## config.mk

```make
export PLATFORM = sky130hd
export DESIGN_NAME = sr_cmd_driver_flat
export DESIGN_NICKNAME = d
export VERILOG_FILES = /design/src/rtl/sr_cmd_if.sv /design/src/rtl/sr_cmd_driver.sv /design/src/flat_wrapper.sv
export SDC_FILE = /design/constraint.sdc
export NUM_CORES = 1
export LEC_CHECK = 0
export ABC_AREA = 1
export CAP_MARGIN = 0
export CELL_PAD_IN_SITES_DETAIL_PLACEMENT = 0
export CELL_PAD_IN_SITES_GLOBAL_PLACEMENT = 1
export CORE_ASPECT_RATIO = 0.6
export CORE_UTILIZATION = 37
export DETAILED_ROUTE_END_ITERATION = 10
export GPL_ROUTABILITY_DRIVEN = 0
export PLACE_DENSITY_LB_ADDON = 0.1
export SLEW_MARGIN = 20
export SYNTH_ARGS = -nofsm -noshare
export SYNTH_HDL_FRONTEND = slang
export SYNTH_SLANG_ARGS = --single-unit
```

## constraint.sdc

```tcl
create_clock -name clk -period 3.8 [get_ports clk]
set_input_delay 0.76 -clock clk [delete_from_list [all_inputs] [get_ports clk]]
set_output_delay 0.76 -clock clk [all_outputs]
set_load 0.02 [all_outputs]
```

## src/rtl/sr_cmd_if.sv

```systemverilog
// Command handshake and SR drive bundle between a requester and sr_cmd_driver.
// The requester owns req_*; the driver owns everything else.
interface sr_cmd_if #(
    parameter int CNT_W = 8
);
    logic             req_valid;
    logic             req_set;
    logic             req_clr;
    logic             req_ready;
    logic             s;
    logic             r;
    logic             busy;
    logic             q_shadow;
    logic [CNT_W-1:0] conflict_cnt;

    // A command transfers on a rising edge where req_valid and req_ready are both high;
    // req_ready depends on driver state only, never on req_*.
    modport master (
        output req_valid, req_set, req_clr,
        input  req_ready, s, r, busy, q_shadow, conflict_cnt
    );

    modport slave (
        input  req_valid, req_set, req_clr,
        output req_ready, s, r, busy, q_shadow, conflict_cnt
    );
endinterface

```

## src/rtl/sr_cmd_driver.sv

```systemverilog
// Turns set/clear commands into fixed-width one-hot pulses on s/r for an SR stage,
// followed by an idle gap; resolves set&clr by priority and counts such conflicts.
module sr_cmd_driver #(
    parameter int HOLD_CYC     = 2,
    parameter int GAP_CYC      = 1,
    parameter int RST_PRIORITY = 1,
    parameter int CNT_W        = 8
) (
    input  logic       clk,
    input  logic       rst,
    sr_cmd_if.slave    bus,
    output logic [1:0] state_o
);
    typedef enum logic [1:0] {
        IDLE  = 2'd0,
        DRIVE = 2'd1,
        GAP   = 2'd2
    } state_t;

    localparam int MAXC = (HOLD_CYC > GAP_CYC) ? HOLD_CYC : GAP_CYC;
    localparam int CW   = (MAXC > 1) ? $clog2(MAXC) : 1;
    localparam logic [CW-1:0] HOLD_LD = CW'(HOLD_CYC - 1);
    localparam logic [CW-1:0] GAP_LD  = CW'((GAP_CYC > 0) ? GAP_CYC - 1 : 0);
    localparam logic          SET_WINS = (RST_PRIORITY == 0);

    state_t           state_q;
    logic [CW-1:0]    cnt_q;
    logic             s_q;
    logic             r_q;
    logic             q_shadow_q;
    logic [CNT_W-1:0] conflict_cnt_q;

    logic accept;
    logic is_cmd;
    logic conflict;
    logic dir_set;

    assign accept   = bus.req_valid && (state_q == IDLE);
    assign is_cmd   = bus.req_set || bus.req_clr;
    assign conflict = bus.req_set && bus.req_clr;
    // On conflict the priority parameter picks the direction; otherwise the single request does.
    assign dir_set  = conflict ? SET_WINS : bus.req_set;

    always_ff @(posedge clk or negedge rst) begin
        if (!rst) begin
            state_q        <= IDLE;
            cnt_q          <= '0;
            s_q            <= 1'b0;
            r_q            <= 1'b0;
            q_shadow_q     <= 1'b0;
            conflict_cnt_q <= '0;
        end else begin
            case (state_q)
                IDLE: begin
                    if (accept && is_cmd) begin
                        state_q    <= DRIVE;
                        cnt_q      <= HOLD_LD;
                        s_q        <= dir_set;
                        r_q        <= !dir_set;
                        q_shadow_q <= dir_set;
                        if (conflict && (conflict_cnt_q != {CNT_W{1'b1}})) begin
                            conflict_cnt_q <= conflict_cnt_q + 1'b1;
                        end
                    end
                end
                DRIVE: begin
                    if (cnt_q == '0) begin
                        s_q <= 1'b0;
                        r_q <= 1'b0;
                        if (GAP_CYC > 0) begin
                            state_q <= GAP;
                            cnt_q   <= GAP_LD;
                        end else begin
                            state_q <= IDLE;
                        end
                    end else begin
                        cnt_q <= cnt_q - 1'b1;
                    end
                end
                GAP: begin
                    if (cnt_q == '0) begin
                        state_q <= IDLE;
                    end else begin
                        cnt_q <= cnt_q - 1'b1;
                    end
                end
                default: begin
                    state_q <= IDLE;
                    s_q     <= 1'b0;
                    r_q     <= 1'b0;
                end
            endcase
        end
    end

    assign bus.req_ready    = (state_q == IDLE);
    assign bus.busy         = (state_q != IDLE);
    assign bus.s            = s_q;
    assign bus.r            = r_q;
    assign bus.q_shadow     = q_shadow_q;
    assign bus.conflict_cnt = conflict_cnt_q;
    assign state_o          = state_q;
endmodule

```

## src/flat_wrapper.sv

```systemverilog
// flat-port wrapper written by rule: the top's interface ports become plain ports
module sr_cmd_driver_flat 
#(
    parameter int HOLD_CYC     = 2,
    parameter int GAP_CYC      = 1,
    parameter int RST_PRIORITY = 1,
    parameter int CNT_W        = 8
)
  (clk, rst, state_o, bus_req_valid, bus_req_set, bus_req_clr, bus_req_ready, bus_s, bus_r, bus_busy, bus_q_shadow, bus_conflict_cnt);
  sr_cmd_if #(.CNT_W(CNT_W)) bus_i ();
  input  logic clk;
  input  logic rst;
  output logic [1:0] state_o;
  input wire logic [$bits(bus_i.req_valid)-1:0] bus_req_valid;
  input wire logic [$bits(bus_i.req_set)-1:0] bus_req_set;
  input wire logic [$bits(bus_i.req_clr)-1:0] bus_req_clr;
  output wire logic [$bits(bus_i.req_ready)-1:0] bus_req_ready;
  output wire logic [$bits(bus_i.s)-1:0] bus_s;
  output wire logic [$bits(bus_i.r)-1:0] bus_r;
  output wire logic [$bits(bus_i.busy)-1:0] bus_busy;
  output wire logic [$bits(bus_i.q_shadow)-1:0] bus_q_shadow;
  output wire logic [$bits(bus_i.conflict_cnt)-1:0] bus_conflict_cnt;
  assign bus_i.req_valid = bus_req_valid;
  assign bus_i.req_set = bus_req_set;
  assign bus_i.req_clr = bus_req_clr;
  assign bus_req_ready = bus_i.req_ready;
  assign bus_s = bus_i.s;
  assign bus_r = bus_i.r;
  assign bus_busy = bus_i.busy;
  assign bus_q_shadow = bus_i.q_shadow;
  assign bus_conflict_cnt = bus_i.conflict_cnt;
  sr_cmd_driver #(.HOLD_CYC(HOLD_CYC), .GAP_CYC(GAP_CYC), .RST_PRIORITY(RST_PRIORITY), .CNT_W(CNT_W)) u_core (.clk(clk), .rst(rst), .bus(bus_i), .state_o(state_o));
endmodule
```

---- Word level (Yosys, flattened, before mapping) ----
Cells that the tools add are included.
word-level totals
  logic and storage cells ................. 43
  output and inout port bits .............. 15
  input bits .............................. 5
  memories ................................ 0
  ROM bits ................................ 0
  register bits after elaboration ......... 14
  latch bits .............................. 0
  RAM bits ................................ 0
operators by class
  shifts and indexed selects .............. 0
  divide/modulo/power cells ............... 0
  equal/unequal tests ..................... 6
  muxes and demuxes ....................... 13
  bitwise logic cells ..................... 1
  reduce and logical (&&, ||, !) cells .... 15
  multiply operators ...................... 0
  add/sub/neg operators ................... 2
  magnitude comparators ................... 0
operators by type and width
  kind                                                    count
  AND reduction 3 bit                                     3
  adder 8 x 1 -> 8 bit (second input constant)            1
  inequality test 8 bit (second input constant)           1
  two-way mux 1 bit                                       6
  two-way mux 2 bit                                       3
  case mux 1 bit (3 select lines)                         2
  case mux 2 bit (3 select lines)                         1
  logical AND 1 bit                                       4
  inequality test 2 bit (second input constant)           2
  AND reduction 2 bit                                     2
  nonzero test 2 bit                                      2
  == test 2 x 1 -> 1 bit (second input constant)          1
  == test 2 bit (second input constant)                   1
  logical NOT 2 bit                                       1
  inequality test 2 x 1 -> 1 bit (second input constant)  1
  case mux 1 bit (2 select lines)                         1
  OR reduction 2 bit                                      1
  logical NOT 1 bit                                       1
  logical OR 1 bit                                        1
  inverter 1 bit                                          1
  subtractor 1 bit (second input constant)                1

---- Logic depth before layout (Yosys ltp) ----
Gate-level depths: netlist (run 1).
  word-level depth ........................ 5
  depth in mapped cells ................... 9
  gate-level depth less buffers ........... 9

---- Least setup slack after synthesis (run 1) ----
No wires, ideal clock.
  path kind ............................... flip-flop to output port
  start ................................... register u_core.state_q[0], in the netlist u_core.state_o[0]
  end ..................................... output bus_busy
  cell stages (with the launch flop) ...... 4
  arrival ................................. 1.113 ns
  required time ........................... 3.040 ns
  path buffers ............................ 0
  path slack .............................. 1.927 ns
  cell sequence ........................... dfrtp_1 -> inv_1 -> ha_1 -> inv_1
on the way
  longest elaborated chain between the ends .. 1
RTL lines
  what                      RTL line             source
  start: declaration        sr_cmd_driver.sv:26  state_t state_q;
  start signal: assignment  sr_cmd_driver.sv:46  state_q <= IDLE;
  start signal: assignment  sr_cmd_driver.sv:56  state_q <= DRIVE;
  start signal: assignment  sr_cmd_driver.sv:71  state_q <= GAP;
  nonzero test 2 bit        sr_cmd_driver.sv:97  assign bus.busy = (state_q != IDLE);
  end: declaration          flat_wrapper.sv:20   output wire logic [$bits(bus_i.busy)-1:0] bus_busy;
No other way between the ends.

---- Worst setup path after layout (run 1) ----
Ends and elaborated chain as after synthesis.

==> flow_summary.ini, run 1 <==
[outcome]
outcome = finished clean

[die]
die_height_um = 39.3
fp-row-count = 13
io-pin-count = 20
floorplan_die_area_mm2 = 0.00252
chipWidth_um = 64.1
core-area_mm2 = 0.00218
initial_core_util = 0.393

[pwr]
irDropWorstVdd_mv = 0.332
power.density_cell_area_mw_per_mm2 = 646
clock_power_share = 0.164
power.share.sequential = 0.335
internal_power_mw = 0.424
sw_frac_of_total = 0.417
total_power_mw = 0.727
switch_pwr_mw = 0.303
leak_nw = 0.580
comb_power_share = 0.501

[route]
route.detailed.wl_per_inst_um = 10.7
first_pass_iters = 4
route.vias.total = 736
first_iter_violations = 36
wl_mm = 1.74
drcViolationCount = 0
drt_via_density = 4.54
post_detailed_route_count_of_antenna_violating_nets = 0

[timing]
final_min_period_over_clock_period = 0.646
slew-limit-headroom = 0.569
worst_clock_skew_ns = 0.00253
layout_setup_ws_ns = 1.35
setup_viol = 0
top_achievable_clock_speed_mhz = 408
slew_viol_final = 0
whs_ns = 0.472
timing_worst_slew_pin_value_ns = 0.645
fin_setup_tns_ns = 0
rsz0062_at_grt = no
min_period_ns = 2.45
finalHoldViolCount = 0

[global_routing]
first_global_vias = 637
antenna_found_initial = 0
grt_pass1_wl_mm = 2.97
overflow = 0
grt_usage = 0.166
largest_net_degree_at_the_start_of_global_routing = 15

[placement]
placed_area_mm2 = 0.00108
dp_hpwl_mm = 1.35
port-buffer-count = 19
placement.setup.worst_slack_ns = 1.60
place.detailed.instances = 159

[critical_path]
critical_path_class = register to output port
timing.rr.start = u_core.state_o[0]
worst_r2r_path_depth = 8
timing.critical_path.to_type = output port
critical-path-max-stage-delay_ns = 0.60
worstPathCellList = inv_1 > ha_1 > inv_1 > clkdlybuf4s50_1
r2r-end = u_core.bus.conflict_cnt[2]
timing.critical_path.required_ns = 3.04
worst-endpoint-arrival_ns = 1.69
start_kind = register
worst_path_max_delay_cell = sky130_fd_sc_hd__clkdlybuf4s50_1
cp_max_fo = 5
worst-r2r-setup-slack_ns = 2.20
worst_path_most_repeated_cell = sky130_fd_sc_hd__inv_1

[min_path]
holdPathEnd = u_core.bus.s
hold_depth = 2
worstHoldStart = u_core.bus.s
hold_path.class = register to register

[synthesis]
syn-instance-count = 110
synth_seq_area_share = 0.409
synthDistinctLibCells = 19
yosys_synthesis_warning_count = 0
syn-mean-instance-area_um2 = 7.78
postSynthRegisterBits = 14
post_syn_nets = 121
post_synth_instance_area_um2 = 856

[cts]
cts_inserted_buffers = 3
cts_tree = done
ctsLongestPathBuffers = 2
ctsHoldBuffers = 0
post-cts-setup-buffers = 0
cts.repair.resized = 0
worst_setup_hold_path_clk_slew_ns = 0.06
insertion_delay_ns = 0.24
clock_tree.root_cell = sky130_fd_sc_hd__clkbuf_8
clock_net_sink_count = 14
htree_levels = 1

[layout]
layout.nets = 145
fillers = 212
regArea_um2 = 350
drive_above_1_share = 0.0985
antennaDiodeCount = 0
post_layout_util = 0.516
final-instance-count-excl-fill = 162
finalInstanceArea_mm2 = 0.00112
syn_to_final_growth_pct = 31.4
multi_input_comb_area_um2 = 459

[job]
maxCapViolations = 0
[power groups by stage]
| stage | Sequential (mW) | Combinational [mW] | Clock, mW |
|---|---|---|---|
| final | 0.243 | 0.365 | 0.119 |
| after global routing | 0.254 | 0.408 | 0.130 |
| after CTS | 0.243 | 0.368 | 0.125 |
| after detailed placement | 0.245 | 0.367 | 0 |
| after global placement | 0.244 | 0.367 | 0 |
| after floorplan | 0.287 | 0.175 | 0 |
[layer usage]
metal / GRT usage / vias to the layer above / wire length [um]
met5: 0 / - / 0
met4: 0.0500 / 0 / 6
met3: 0.0523 / 2 / 101
met2: 0.218 / 21 / 638
met1: 0.249 / 325 / 991
li1: - / 388 / -
[worst max-delay path, delay by kind of cell (launching register included)]
kind | cells | cell delay (ns)
buf+inv | 3 | 0.79
flops | 1 | 0.42
fa+ha+maj | 1 | 0.25
[worst max-delay path by stage]
| stage | depth (start not counted) | end | startpoint | slack [ns] |
|---|---|---|---|---|
| floorplan | 3 | bus_busy | u_core.state_o[0] | 1.93 |
| global placement | 4 | bus_busy | u_core.state_o[0] | 1.64 |
| detailed placement | 4 | bus_busy | u_core.state_o[0] | 1.60 |
| CTS | 4 | bus_busy | u_core.state_o[0] | 1.33 |
| global route | 4 | bus_busy | u_core.state_o[0] | 1.25 |
| finish | 4 | bus_busy | u_core.state_o[0] | 1.35 |
[cells in the final DEF (no fill, tap or decap), types with 2 or more instances in the layout]
cell type                          n
sky130_fd_sc_hd__a21oi_1           2
sky130_fd_sc_hd__nor2_1            4
sky130_fd_sc_hd__xor2_1            3
sky130_fd_sc_hd__nand3_1           7
sky130_fd_sc_hd__clkbuf_8          3
sky130_fd_sc_hd__dfrtp_1          14
sky130_fd_sc_hd__ha_1              6
sky130_fd_sc_hd__clkdlybuf4s50_1  19
sky130_fd_sc_hd__nand2_2           3
sky130_fd_sc_hd__o21ai_0           3
sky130_fd_sc_hd__inv_1            11
sky130_fd_sc_hd__nand2_1          48
[cells by family (layout without fill, tap and decap cells)]
family,after synthesis,in the layout,share of synthesized area
simple gates,67,67,0.360
flops,14,14,0.409
fa+ha+maj,6,6,0.0877
buf+inv,12,34,0.0541
xor+xnor,3,3,0.0307
compound gates,8,8,0.0585
[layout make-up]
class                           instances  area share
Multi-Input combinational cell         84       0.408
Sequential cell                        14       0.311
Timing Repair Buffer                   19       0.169
Inverter                               12      0.0412
Clock buffer                            3      0.0367
Tap cell                               30      0.0334
[cells in the mapped netlist]
master	count	share of area
sky130_fd_sc_hd__ha_1	6	0.088
sky130_fd_sc_hd__o21ai_2	1	0.010
sky130_fd_sc_hd__nor2_8	1	0.023
sky130_fd_sc_hd__nand2_1	48	0.21
sky130_fd_sc_hd__inv_1	11	0.048
sky130_fd_sc_hd__nand2_4	1	0.013
sky130_fd_sc_hd__dfrtp_1	14	0.41
sky130_fd_sc_hd__nor2_1	4	0.018
sky130_fd_sc_hd__a21oi_1	2	0.012
sky130_fd_sc_hd__nor2_4	1	0.013
sky130_fd_sc_hd__a21oi_2	1	0.010
sky130_fd_sc_hd__a22oi_1	1	0.0088
sky130_fd_sc_hd__xor2_1	3	0.031
sky130_fd_sc_hd__o21ai_0	3	0.018
sky130_fd_sc_hd__nand3_2	1	0.012
sky130_fd_sc_hd__clkinv_2	1	0.0058
sky130_fd_sc_hd__nand4_1	1	0.0073
sky130_fd_sc_hd__nand2_2	3	0.022
sky130_fd_sc_hd__nand3_1	7	0.041
[registers in the layout, indices dropped and copies added, names as in the netlist]
signal,count
u_core.bus.r,1
u_core.cnt_q,1
u_core.state_o,2
u_core.bus.s,1
u_core.bus.q_shadow,1
u_core.bus.conflict_cnt,8
Power figures use the tool's default switching activity.
==> run 2: changes to the inputs <==
Settings changed: CORE_UTILIZATION 37 to 31.
Clock period 3.8 ns to 2.1 ns, I/O delays scaled along.
==> run 2 against run 1 <==
  * Combinational power rose by 80%
  * Worst setup slack lost 1.1 ns
  * Flip-flop and latch count did not move
  * Critical path type unchanged
==> flow_summary.ini, run 2 (synthesized netlist as in run 1, its figures left out) <==
[die]
die_height_um = 42.7
floorplan_die_area_mm2 = 0.00298
initial_core_util = 0.335
io-pin-count = 20
fp-row-count = 14
core-area_mm2 = 0.00256
chipWidth_um = 69.8

[placement]
place.detailed.instances = 162
port-buffer-count = 19
dp_hpwl_mm = 1.47
placement.setup.worst_slack_ns = 0.237

[route]
route.vias.total = 731
first_iter_violations = 35
first_pass_iters = 4
post_detailed_route_count_of_antenna_violating_nets = 0
wl_mm = 1.92
drcViolationCount = 0
drt_via_density = 4.40
route.detailed.wl_per_inst_um = 11.6

[pwr]
total_power_mw = 1.37
power.share.sequential = 0.323
internal_power_mw = 0.798
sw_frac_of_total = 0.416
power.density_cell_area_mw_per_mm2 = 1190
clock_power_share = 0.195
irDropWorstVdd_mv = 0.518
leak_nw = 0.603
switch_pwr_mw = 0.569
comb_power_share = 0.482

[timing]
layout_setup_ws_ns = 0.261
slew-limit-headroom = 0.730
worst_clock_skew_ns = 0.00266
final_min_period_over_clock_period = 0.876
rsz0062_at_grt = no
timing_worst_slew_pin_value_ns = 0.404
finalHoldViolCount = 0
whs_ns = 0.476
min_period_ns = 1.84
slew_viol_final = 0
top_achievable_clock_speed_mhz = 544
setup_viol = 0
fin_setup_tns_ns = 0

[layout]
final-instance-count-excl-fill = 166
antennaDiodeCount = 0
syn_to_final_growth_pct = 34.4
drive_above_1_share = 0.112
commonest_non_fill_non_tap_cells_in_the_layout = sky130_fd_sc_hd__nand2_1, sky130_fd_sc_hd__clkdlybuf4s50_1, sky130_fd_sc_hd__dfrtp_1
largest_register_ff_count = 8
most_common_cell_after_layout_fill_and_taps_aside = sky130_fd_sc_hd__nand2_1
layout.nets = 146

[critical_path]
cp_top_family = buffers and inverters
timing.critical_path.required_ns = 1.68
worst-r2r-setup-slack_ns = 0.53
timing.critical_path.to_type = output port
critical-path-max-stage-delay_ns = 0.42
timing.rr.start = u_core.state_o[0]
worst-path-stages = 4
worst_path_max_delay_cell = sky130_fd_sc_hd__dfrtp_1
cp_max_fo = 5
worstPathCellList = inv_1 > ha_1 > inv_1 > dlygate4sd2_1
start_kind = register
worst-endpoint-arrival_ns = 1.42
r2r-end = u_core.bus.conflict_cnt[6]
crit_buf_inv = 3
critical_path_class = register to output port
worst_path_most_repeated_cell = sky130_fd_sc_hd__inv_1
worst_r2r_path_depth = 8

[outcome]
outcome = finished clean

[cts]
worst_setup_hold_path_clk_slew_ns = 0.06
clock_tree.root_cell = sky130_fd_sc_hd__clkbuf_8
cts_inserted_buffers = 3
cts_tree = done
clock_net_sink_count = 14
htree_levels = 1
insertion_delay_ns = 0.25
post-cts-setup-buffers = 0
ctsLongestPathBuffers = 2

[global_routing]
largest_net_degree_at_the_start_of_global_routing = 15
grt_pass1_wl_mm = 3.43
antenna_found_initial = 0
overflow = 0
grt_usage = 0.153
first_global_vias = 711

[min_path]
hold_path.class = input port to async pin

[job]
maxCapViolations = 0
run 2: cell types whose count changed in the layout (fill, tap and decap cells not counted):
| cell | change |
|---|---|
| sky130_fd_sc_hd__clkdlybuf4s50_1 | -2 |
| sky130_fd_sc_hd__buf_4 | +1 |
| sky130_fd_sc_hd__clkbuf_8 | +1 |
| sky130_fd_sc_hd__dlygate4sd2_1 | +1 |
| sky130_fd_sc_hd__dlymetal6s2s_1 | +1 |
run 2: power groups by stage:
stage | logic, mW | registers, mW | clock network (mW)
4_1_cts | 0.674 | 0.443 | 0.276
2_1_floorplan | 0.316 | 0.520 | 0
3_5_place_dp | 0.678 | 0.447 | 0
5_1_grt | 0.744 | 0.462 | 0.289
3_3_place_gp | 0.669 | 0.442 | 0
6_report | 0.658 | 0.441 | 0.267
run 2: cell type report:
cell class | count | area [um^2]
clock buffer | 4 | 55.1
fill | 245 | 1410
inverter | 12 | 46.3
multi-input combinational | 84 | 459
sequential | 14 | 350
tap | 32 | 40.0
timing repair buffer | 20 | 199
run 2: worst max path at each step:
stage / start / to / slack [ns]
after floorplan: u_core.state_o[0] / u_core.bus.conflict_cnt[7] / 0.52
after global placement: u_core.state_o[0] / bus_busy / 0.28
after detailed placement: u_core.state_o[0] / bus_busy / 0.24
after CTS: u_core.state_o[0] / bus_req_ready / 0.01
after global routing: u_core.state_o[0] / bus_busy / 0.15
final: u_core.state_o[0] / bus_busy / 0.26
run 2: repair_timing:
item | CTS | global route
hold endpoints to repair | 0 | 0
endpoints found under the setup margin | 1 | 1
gates resized for setup | 1 | 1
hold buffers | 0 | 0
pin swaps | 0 | 0
run 2: layer usage:
| metal | up-vias | wire (um) | part of all wire | global-route usage |
|---|---|---|---|---|
| li1 | 393 | - | - | - |
| met1 | 321 | 1100 | 0.57 | 0.221 |
| met2 | 15 | 698 | 0.36 | 0.215 |
| met3 | 2 | 111 | 0.058 | 0.0641 |
| met4 | 0 | 12 | 0.0062 | 0.0240 |
| met5 | - | 0 | 0 | 0 |
run 2: per-stage QoR:
stage                     instance area, um^2  utilization
after floorplan                           856            -
after global placement                   1090        0.428
after detailed placement                 1090        0.428
after CTS                                1150        0.449
after global routing                     1150        0.450
final                                    1150        0.450
